[src/rtl/debouncer_multi.sv]
// Multi-channel debouncer: synchroniser, per-channel stability counter, edge and long-press one-shots.
// raw->clean latency is SYNC_STAGES+MAX_COUNT edges; pulses register alongside clean; no backpressure.
module debouncer_multi #(
  parameter int CHANNELS    = 4,
  parameter int MAX_COUNT   = 240000,
  parameter int LONG_COUNT  = 24000000,
  parameter int SYNC_STAGES = 2,
  parameter bit INIT_LEVEL  = 1'b0
) (
  input  logic                clk,
  input  logic                rst_n,
  input  logic [CHANNELS-1:0] raw_signal,
  output logic [CHANNELS-1:0] clean_signal,
  output logic [CHANNELS-1:0] rise_pulse,
  output logic [CHANNELS-1:0] fall_pulse,
  output logic [CHANNELS-1:0] long_press,
  output logic                any_change
);

  localparam int CW = $clog2(MAX_COUNT + 1);
  localparam int LW = $clog2(LONG_COUNT + 1);
  localparam logic [CW-1:0] DB_LAST = CW'(MAX_COUNT - 1);
  localparam logic [LW-1:0] LP_LAST = LW'(LONG_COUNT - 1);
  localparam logic [LW-1:0] LP_MAX  = LW'(LONG_COUNT);

  logic [CHANNELS-1:0] sync_q [SYNC_STAGES];
  logic [CHANNELS-1:0] sync;
  logic [CHANNELS-1:0] accept;

  // Plain flop chain: nothing may sit between stages.
  always_ff @(posedge clk or negedge rst_n) begin
    if (!rst_n) begin
      for (int s = 0; s < SYNC_STAGES; s++) begin
        sync_q[s] <= {CHANNELS{INIT_LEVEL}};
      end
    end else begin
      sync_q[0] <= raw_signal;
      for (int s = 1; s < SYNC_STAGES; s++) begin
        sync_q[s] <= sync_q[s-1];
      end
    end
  end

  assign sync = sync_q[SYNC_STAGES-1];

  genvar i;
  generate
    for (i = 0; i < CHANNELS; i++) begin : g_ch
      logic [CW-1:0] db_cnt;
      logic [LW-1:0] lp_cnt;
      logic          clean_q;
      logic          rise_q;
      logic          fall_q;
      logic          long_q;

      // Accept on the MAX_COUNT-th consecutive cycle of disagreement.
      assign accept[i] = (sync[i] != clean_q) && (db_cnt == DB_LAST);

      always_ff @(posedge clk or negedge rst_n) begin
        if (!rst_n) begin
          db_cnt  <= '0;
          clean_q <= INIT_LEVEL;
          rise_q  <= 1'b0;
          fall_q  <= 1'b0;
        end else begin
          rise_q <= accept[i] & sync[i];
          fall_q <= accept[i] & ~sync[i];
          if (sync[i] == clean_q) begin
            db_cnt <= '0;
          end else if (accept[i]) begin
            clean_q <= sync[i];
            db_cnt  <= '0;
          end else begin
            db_cnt <= db_cnt + 1'b1;
          end
        end
      end

      // Saturating hold counter; the one-shot fires only on the LAST->MAX step.
      always_ff @(posedge clk or negedge rst_n) begin
        if (!rst_n) begin
          lp_cnt <= '0;
          long_q <= 1'b0;
        end else begin
          long_q <= clean_q && (lp_cnt == LP_LAST);
          if (!clean_q) begin
            lp_cnt <= '0;
          end else if (lp_cnt != LP_MAX) begin
            lp_cnt <= lp_cnt + 1'b1;
          end
        end
      end

      assign clean_signal[i] = clean_q;
      assign rise_pulse[i]   = rise_q;
      assign fall_pulse[i]   = fall_q;
      assign long_press[i]   = long_q;
    end
  endgenerate

  always_ff @(posedge clk or negedge rst_n) begin
    if (!rst_n) begin
      any_change <= 1'b0;
    end else begin
      any_change <= |accept;
    end
  end

endmodule

[config.mk]
export PLATFORM = sky130hd
export DESIGN_NAME = debouncer_multi
export DESIGN_NICKNAME = d
export VERILOG_FILES = /design/src/rtl/debouncer_multi.sv
export SDC_FILE = /design/constraint.sdc
export NUM_CORES = 1
export LEC_CHECK = 0
export CORE_UTILIZATION = 59
export DETAILED_ROUTE_END_ITERATION = 10
export GPL_ROUTABILITY_DRIVEN = 0
export PLACE_DENSITY = 0.76
export SETUP_SLACK_MARGIN = 0.1
export SLEW_MARGIN = 20
export SYNTH_ARGS = -nofsm -noshare
export SYNTH_HDL_FRONTEND = slang
export SYNTH_SLANG_ARGS = --single-unit
export TNS_END_PERCENT = 50
[constraint.sdc]
create_clock -name clk -period 6.38 [get_ports clk]
set_clock_uncertainty 0.2 [all_clocks]
set_input_delay 0.957 -clock clk [delete_from_list [all_inputs] [get_ports clk]]
set_output_delay 0.957 -clock clk [all_outputs]
set_load 0.03 [all_outputs]
==> results_dict.tcl <==
set metrics [dict create \
    cts.sink_count 197 \
    ys_warn_count 0 \
    synth_top_family_by_area "simple AND/OR/NAND/NOR gates" \
    instances_no_fill 1251 \
    netlist.area_leader.share_pct 50.0 \
    cp_slowest_cell "clkdlybuf4s50_1" \
    hp-class "reg -> reg" \
    initial_utilization_pct 61.2 \
    ff_latch_area_sq_um 4930 \
    route.detailed.wl_per_inst_um 15.0 \
    io-pin-count 23 \
    worstHoldPathCells 0 \
    hold_buffers 0 \
    syn2layout_area_growth_pct 8.79 \
    cp.arrival_ps 1760 \
    drc 0 \
    synth.area.top_cells "dfrtp_1 50%, xnor2_1 5.5%, nor2_1 4.5%, xor2_1 3.6%, nand4_1 3.4%" \
    crit_fanout 10 \
    synth-seq-cells 197 \
    vias 7465 \
    synthXorXnorAreaFrac_pct 9.14 \
    synth.largest_area_cell "dfrtp_1" \
    synthCells 1023 \
    cp-start-kind "flop" \
    synth_edf_count 0 \
    end_kind "primary output" \
    antenna_left 0 \
    rrSetupSlack_ps 3850 \
    viasPerCell 5.97 \
    cap_violations 0 \
    postCtsSetupRepairBufs 0 \
    path_cells "clkdlybuf4s50_1" \
    critical_path_required_ps 5220 \
    cts_tree "yes" \
    finalWorstSetupSlack_ps 3460 \
    grt_pass1_wl_mm 32.7 \
    max_freq_mhz 343 \
    path_buf_inv 1 \
    synth-simple-area-share_pct 27.9 \
    rows 46 \
    crit_path_max_incr_delay_ps 750 \
    grt_pass1_vias 6908 \
    cpLargestDelayFamily "buffers and inverters" \
    relSlewSlack_pct 42.2 \
    hold_viol_final 0 \
    muxShareOfSynthArea_pct 0.634 \
    grtUsageTotal_pct 23.0 \
    ys.flop_type "dfrtp_1" \
    drt-total-wl_mm 18.8 \
    synthDistinctLibCells 50 \
    rr_endpoint "g_ch[2].lp_cnt[23]" \
    syn_nets 1041 \
    drive_above_1_share_pct 4.93 \
    first_pass_iters 4 \
    ys_seq_area_share_pct 50.0 \
    p_leak_nw 4.09 \
    finalSetupViolations 0 \
    cts-root-buf "clkbuf_16" \
    clk_latency_ps 440 \
    synth_compound_area_share_pct 7.14 \
    synthAdderAreaFrac_pct 1.52 \
    grt_overflow 0 \
    place_ws_ps 3900 \
    dr.first_iter.drc_count 526 \
    syn_area_per_cell_sq_um 9.65 \
    fp.dieArea_sq_um 17200 \
    post_cts_resized 0 \
    dp_cells 1219 \
    fin_crit_ps 2920 \
    finalSetupTns_ps 0 \
    n_antenna_cell 0 \
    ir_worst_vdd_uv 200 \
    syn-cell-area_sq_um 9870 \
    clk_path_buf_depth 2 \
    grt_start_max_net_pins 86 \
    powerDensity_nw_per_um2 218 \
    multi_input_comb_area_sq_um 4600 \
    min_to "sync[2]" \
    place_hpwl_mm 12.4 \
    async_flop_share_pct 100 \
    core_sq_um 16100 \
    die_h_um 131 \
    status "finished, final reports clean" \
    min_from "sync_q[6]" \
    worst_r2r_path_depth 4 \
    fillers 1275 \
    nNetsFinal 1040 \
    rsz0062_at_grt "false" \
    crit_type "reg -> out" \
    grt_antenna_before_repair 0 \
    die_x_um 131 \
    finalCritPeriodShare_pct 45.7 \
    drv_slew 0 \
    htree_num_levels 4 \
    io_buffers 22 \
    cts.clk_slew.worst_paths_ps 70 \
    tightest_slew_ps 860 \
    cts_inserted_buffers 17 \
    worstReg2RegStart "g_ch[2].lp_cnt[2]" \
]
==> registers in the layout, indices dropped and copies added (netlist names) <==
| register | flops |
|---|---|
| g_ch.rise_q | 4 |
| any_change | 1 |
| g_ch.lp_cnt | 100 |
| g_ch.clean_q | 4 |
| sync | 4 |
| sync_q | 4 |
| g_ch.fall_q | 4 |
| g_ch.long_q | 4 |
| g_ch.db_cnt | 72 |
==> cells in the mapped netlist (2+ instances only) <==
cell type / count
dfrtp_1: 197
nor2_1: 118
nand3_1: 62
xnor2_1: 62
a21oi_1: 61
nand2_1: 56
nand4_1: 54
o21ai_0: 42
xor2_1: 41
inv_1: 31
nor3_1: 30
nor4_1: 30
or3_1: 30
or4_1: 27
clkbuf_1: 23
and3_1: 19
and4_1: 18
o31ai_1: 17
buf_4: 16
nor4b_1: 13
ha_1: 12
and2_1: 7
nand2b_1: 7
buf_2: 5
mux2i_1: 4
nand4b_1: 4
and3b_1: 3
nor2b_1: 3
nor3b_1: 3
nor4bb_1: 3
and4b_1: 2
inv_2: 2
mux2_2: 2
nand3_2: 2
or2_2: 2
==> logic make-up after synthesis <==
logic type | after synthesis
buffers and inverters | 79
adders and majority gates | 12
DFF | 197
and+or+nand+nor | 498
muxes | 6
AOI/OAI and AO/OA | 128
xor gates and xnor gates | 103
==> placed cells by master, fill, tap and decap left out, types with 18 or more instances in the layout <==
cell / instances
nor4_1: 30
nor3_1: 30
nand4_1: 54
nand2_1: 56
dfrtp_1: 197
clkdlybuf4s50_1: 21
a21oi_1: 61
and4_1: 18
o21ai_0: 42
inv_1: 31
or3_1: 30
nor2_1: 118
xnor2_1: 62
or4_1: 27
xor2_1: 41
nand3_1: 62
and3_1: 19
==> how the worst max path moves through the flow <==
stage / from / cells after the start / slack (ps) / to
6_report: g_ch[1].clean_q / 1 / 3460 / clean_signal[1]
5_1_grt: g_ch[1].clean_q / 1 / 3420 / clean_signal[1]
4_1_cts: g_ch[1].clean_q / 1 / 3450 / clean_signal[1]
3_5_place_dp: rst_n / 2 / 3900 / g_ch[1].db_cnt[6]
3_3_place_gp: rst_n / 2 / 3900 / g_ch[1].db_cnt[17]
2_1_floorplan: g_ch[1].lp_cnt[0] / 6 / 4090 / g_ch[1].lp_cnt[24]
==> layout make-up <==
class                      instances  share of cell area (%)
tap                              216                    2.52
clock inverter                    14                    1.17
multi-input combinational        747                    42.8
timing repair buffer              25                    2.30
sequential                       197                    45.9
inverter                          34                    1.19
clock buffer                      18                    4.09
==> metal layers <==
layer	wire [um]	vias to the layer above	part of all wire (%)	GRT usage, %
met1	9250	3638	49	32.7
met5	0	-	0	0
met3	553	20	2.9	4.75
li1	-	3680	-	-
met4	225	0	1.2	6.59
met2	8740	127	47	35.7
==> stage by stage <==
step	total power (W)	utilization [%]	instance area [sq um]	hold WS, ps
floorplan	0.00131	-	9870	131
global placement	0.00134	63.0	10200	132
detailed placement	0.00134	63.1	10200	136
CTS	0.00237	66.6	10700	153
global route	0.00243	66.6	10700	158
finish	0.00234	66.6	10700	149
==> report_power, final <==
part           switching (W)  internal (W)
Clock               0.000473      0.000553
Combinational      0.0000380     0.0000121
Sequential        0.00000962       0.00126
Total               0.000521       0.00182
Power figures use the tool's default switching activity.
